$ cat config.mk
export PLATFORM = sky130hd
export DESIGN_NAME = sfp_to_fix_pipe
export DESIGN_NICKNAME = d
export VERILOG_FILES = /design/src/rtl/sfp_to_fix_pipe.sv
export SDC_FILE = /design/constraint.sdc
export NUM_CORES = 1
export LEC_CHECK = 0
export BUFFER_PORTS_ARGS = -buffer_cell sky130_fd_sc_hd__buf_4
export CORE_UTILIZATION = 28
export DETAILED_ROUTE_END_ITERATION = 10
export GPL_TIMING_DRIVEN = 0
export HOLD_SLACK_MARGIN = 0.15
export PLACE_DENSITY = 0.5
export SLEW_MARGIN = 20
export SYNTH_ARGS = -nofsm -noshare
export SYNTH_HDL_FRONTEND = slang
export SYNTH_SLANG_ARGS = --single-unit
$ cat constraint.sdc
create_clock -name clk -period 8.34 [get_ports clk]
set_input_delay 0.417 -clock clk [delete_from_list [all_inputs] [get_ports clk]]
set_output_delay 0.417 -clock clk [all_outputs]
set_load 0.01 [all_outputs]
$ cat src/rtl/sfp_to_fix_pipe.sv
// ============================================================================
// Module  : sfp_to_fix_pipe
// Brief   : Multi-lane, two-stage sfp {sign,exp,sig} -> two's-complement fixed
//           point converter. Optional SFP2FIX_SAT_EN saturates on overflow.
// Revision: 1.0
// ============================================================================
`default_nettype none

module sfp_to_fix_pipe #(
  parameter int EXP_WIDTH = 4,
  parameter int SIG_WIDTH = 4,
  parameter int BIAS      = 8,
  parameter int FRAC_BITS = 11,
  parameter int FIX_WIDTH = 21,
  parameter int LANES     = 4
) (
  input  logic                                    clk,
  input  logic                                    rst,
  input  logic                                    in_valid,
  output logic                                    in_ready,
  input  logic [LANES*(1+EXP_WIDTH+SIG_WIDTH)-1:0] sfp_in,
  output logic                                    out_valid,
  input  logic                                    out_ready,
  output logic [LANES*FIX_WIDTH-1:0]              fix_out,
  output logic [LANES-1:0]                        ovf
);

  localparam int SFP_WIDTH = 1 + EXP_WIDTH + SIG_WIDTH;
  localparam int EXP_MAX   = (1 << EXP_WIDTH) - 1;
  localparam int MAX_LSH   = (EXP_MAX > BIAS) ? (EXP_MAX - BIAS) : 0;
  localparam int MAG_RAW   = FRAC_BITS + 1 + MAX_LSH;
  localparam int MAG_W     = (MAG_RAW > FIX_WIDTH) ? MAG_RAW : FIX_WIDTH;
  localparam int ALIGN     = FRAC_BITS - SIG_WIDTH;

  logic                          pipe_en;
  logic                          s1_valid_q;
  logic [LANES*SFP_WIDTH-1:0]    s1_data_q;
  logic                          out_valid_q;
  logic [LANES*FIX_WIDTH-1:0]    fix_q;
  logic [LANES*FIX_WIDTH-1:0]    fix_d;
  logic [LANES-1:0]              ovf_q;
  logic [LANES-1:0]              ovf_d;

  // Whole pipeline advances together; a stalled output freezes both stages.
  assign pipe_en   = out_ready | ~out_valid_q;
  assign in_ready  = pipe_en;
  assign out_valid = out_valid_q;
  assign fix_out   = fix_q;
  assign ovf       = ovf_q;

  for (genvar i = 0; i < LANES; i++) begin : g_lane
    logic                 sign;
    logic                 zero;
    logic [EXP_WIDTH-1:0] expo;
    logic [SIG_WIDTH-1:0] sig;
    logic [MAG_W-1:0]     mag0;
    logic [MAG_W-1:0]     mag;
    logic [FIX_WIDTH-1:0] mag_lo;
    logic [FIX_WIDTH-1:0] wrapped;
    logic [FIX_WIDTH-1:0] res;
    logic                 ovf_raw;
    int                   sh;

    assign {sign, expo, sig} = s1_data_q[i*SFP_WIDTH +: SFP_WIDTH];
    assign zero = (expo == '0);
    assign mag0 = {{(MAG_W-SIG_WIDTH-1){1'b0}}, ~zero, sig} << ALIGN;

    // MAG_W covers the largest left shift, so only right shifts drop bits.
    always_comb begin
      sh  = int'(expo) - BIAS;
      mag = '0;
      if (sh >= 0) mag = mag0 << sh;
      else         mag = mag0 >> (-sh);
    end

    assign ovf_raw = |mag[MAG_W-1:FIX_WIDTH-1];
    assign mag_lo  = mag[FIX_WIDTH-1:0];
    assign wrapped = sign ? (~mag_lo + 1'b1) : mag_lo;

    always_comb begin
      res = '0;
`ifdef SFP2FIX_SAT_EN
      if (ovf_raw)
        res = sign ? {1'b1, {(FIX_WIDTH-1){1'b0}}} : {1'b0, {(FIX_WIDTH-1){1'b1}}};
      else
        res = wrapped;
`else
      res = wrapped;
`endif
      if (zero) res = '0;
    end

    assign fix_d[i*FIX_WIDTH +: FIX_WIDTH] = res;
    assign ovf_d[i]                        = ovf_raw & ~zero;
  end : g_lane

  always_ff @(posedge clk or posedge rst) begin
    if (rst) begin
      s1_valid_q  <= 1'b0;
      s1_data_q   <= '0;
      out_valid_q <= 1'b0;
      fix_q       <= '0;
      ovf_q       <= '0;
    end else if (pipe_en) begin
      s1_valid_q  <= in_valid;
      s1_data_q   <= sfp_in;
      out_valid_q <= s1_valid_q;
      fix_q       <= fix_d;
      ovf_q       <= ovf_d;
    end
  end

endmodule

`default_nettype wire

==> results.toml <==
[die]
die_h_um = 185.4
die_area_sq_um = 34350
pin_count = 130
start_util_pct = 28.71
coreArea_sq_um = 32780
std_cell_rows = 66
die_w_um = 185.4

[worst_setup_path]
r2r_start = "s1_data_q[31]"
crit_fanout = 10
slowest_stage = "nor4b_1"
crit_path_start_kind = "flip-flop"
crit_buf_inv = 6
arrival_ns = 4.82
cp_common_cell = "ha_1"
critPathRequiredTime_ns = 8.62
worstPathCellList = "buf_2 -> clkbuf_1 -> buf_2 -> inv_1 -> ha_1 -> nand2_1 -> inv_1 -> ha_1 -> nor4b_1 -> nor4bb_1 -> clkbuf_1 -> nand2_1 -> ha_1 -> a21boi_0 -> and2_1 -> a21oi_1 -> xnor2_1 -> o31ai_1"
cp-end-kind = "flip-flop"
critPathKind = "flip-flop to flip-flop"
path_delay_family = "buffers and inverters"
startpoint = "s1_data_q[31]"
cpPeakStageDelay_ns = 0.41

[global_route]
grt-ovfl-total = 0
grt_start_max_net_pins = 99
first_global_vias = 8947
met3_usage_pct = 3.146
grt_antenna_before_repair = 0
grt_util_all_layers_pct = 18.86
gr-usage-met1_pct = 25.26
grt_busiest_layer = "met2"
grt_use_met2_pct = 30.80
grt_pass1_wl_um = 49830

[yosys]
synth_seq_cells = 126
yosysSeqAreaShare_pct = 33.50
async_flop_share_pct = 100.0
syn_nets = 1232
synth_top_area_cell = "dfrtp_1"
avgSynthCellArea_sq_um = 8.059
postSynthCellCount = 1168
ys_types = 80
synthesis.area_sq_um = 9413
ys_top_cells_by_area = "dfrtp_1 (33%), nand2_1 (9.6%), o21ai_0 (6.3%)"
synthDominantCellAreaShare_pct = 33.50
synth_top_flop_cell = "dfrtp_1"
synth_edf_count = 0
yosys_warnings = 0

[clocking]
cts_buffers = 17
clk_pin_slew_ns = 0.07
cts_tree = "yes"
cts_buffer_depth = 2
post_cts_buffers = 0
clock_latency_ns = 0.44
htree_levels = 4
cts_resized = 0
cts-root-buf = "clkbuf_16"
cts.sinks = 126

[detailed_routing]
drc = 0
viasPerCell = 5.192
wl_um = 31900
drtAntennaViolNets = 0
drt-initial-drc-count = 628
dr.pass1.iters = 5
wl_per_cell_um = 17.99
num_vias = 9206

[layout]
syn_to_final_growth_pct = 23.74
multiInputGateArea_sq_um = 5826
fin_nets = 1382
fillers = 3487
drive_gt1_share_pct = 15.70
antenna_cells = 0
layout_commonest_cell = "nand2_1"
seq_area_sq_um = 3153
final_cell_mix = "nand2_1 (240), buf_4 (130), dfrtp_1 (126)"

[timing]
worst_pin_slew_ns = 0.9052
rsz0062_at_grt = "false"
fin_skew_ns = 0.01792
drv_slew = 0
whs_ns = 0.1715
fin_tns_setup_ns = 0
slew-limit-headroom_pct = 38.81
fin_crit_ns = 4.540
fin_crit_sh_pct = 54.44
setup_violations = 0
fmax_ghz = 0.2202
hold_viol = 0

[worst_hold_path]
min_from = "sfp_in[1]"
hold_class = "input pin to flip-flop"

[placement]
hpwl_um = 24340
place_congestion = 0.9180
portBuffers = 129

[run_status]
status = "complete, no violations"

[flow_run]
maxCapViolCount = 0

[power_and_ir_drop]
power_density_nw_per_um2 = 240.4
total_power_mw = 2.800
ir_worst_vdd_mv = 0.1502
leakage_nw = 5.090
## per-layer routing
layer | vias up | wire [um]
li1 | 4487 | -
met1 | 4427 | 14860
met2 | 250 | 14940
met3 | 42 | 1505
met4 | 0 | 599
met5 | - | 0
## cell families after synthesis
kind of cell / synth area share (%)
xor gates and xnor gates: 6.699
buffers and inverters: 4.666
DFF: 33.50
adders and majority gates: 3.190
AOI/OAI and AO/OA: 21.80
muxes: 4.493
and+or+nand+nor: 25.65
## flip-flops by register name, indices dropped and copies added, names as in the netlist
name        flops
s1_valid_q      1
ovf             4
fix_out        84
s1_data_q      36
out_valid       1
## where the power goes
group,internal [mW],switching (mW)
combinational,0.449,0.665
sequential,0.728,0.0971
clock,0.548,0.312
total,1.73,1.07
## through the flow
stage                     area [sq um]  instances  util (%)  worst slack (ns)
after floorplan                   9413       1168         -             4.567
after global placement           10930       1739     33.35             2.728
after detailed placement         10970       1740     33.46             3.785
after CTS                        11640       1773     35.51             3.789
after global routing             11650       1773     35.53             3.361
final                            11650       1773     35.53             3.800
## Yosys cell counts (all sizes together) (11+ instances only)
cell,n
a211oi,11
a21oi,34
and2,16
buf,16
clkbuf,62
dfrtp,126
ha,24
inv,31
mux2i,22
nand2,240
nand2b,22
nand3,26
nand4,19
nor2,52
nor2b,15
nor3,15
nor3b,14
o21ai,130
o22ai,12
o31ai,29
xnor2,37
xor2,35
## worst paths after layout
check                           endpoint  slack (ns)  depth (start not counted)
max                          fix_out[77]        3.80                         18
min                         s1_data_q[1]        0.17                          3
max reg2reg                  fix_out[77]        3.80                         18
min reg2reg                   s1_valid_q        0.46                          2
max in group asynchronous    fix_out[43]        7.08                          4
min in group asynchronous  s1_data_q[28]        0.48                          3
## cell type report
class / count / area share [%]
multi-input cells: 931 / 50.02
flip-flops and latches: 126 / 27.07
repair buffers: 131 / 8.637
well taps: 442 / 4.748
clock buffers: 19 / 3.889
plain buffers: 78 / 2.707
clock inverters: 13 / 1.805
inverters: 33 / 1.128
## worst reg2reg max path, stage by stage, from the launching register on
cell	delay, ns
dfrtp_1	0.38
buf_2	0.25
clkbuf_1	0.37
buf_2	0.30
inv_1	0.13
ha_1	0.33
nand2_1	0.13
inv_1	0.05
ha_1	0.16
nor4b_1	0.41
nor4bb_1	0.34
clkbuf_1	0.29
nand2_1	0.19
ha_1	0.24
a21boi_0	0.15
and2_1	0.22
a21oi_1	0.20
xnor2_1	0.16
o31ai_1	0.09
## timing repair
item | CTS | global route
setup endpoints to repair | 0 | 0
endpoints found under the hold margin | 28 | 0
hold buffers | 1 | 0
(Power assumes the default switching activity.)
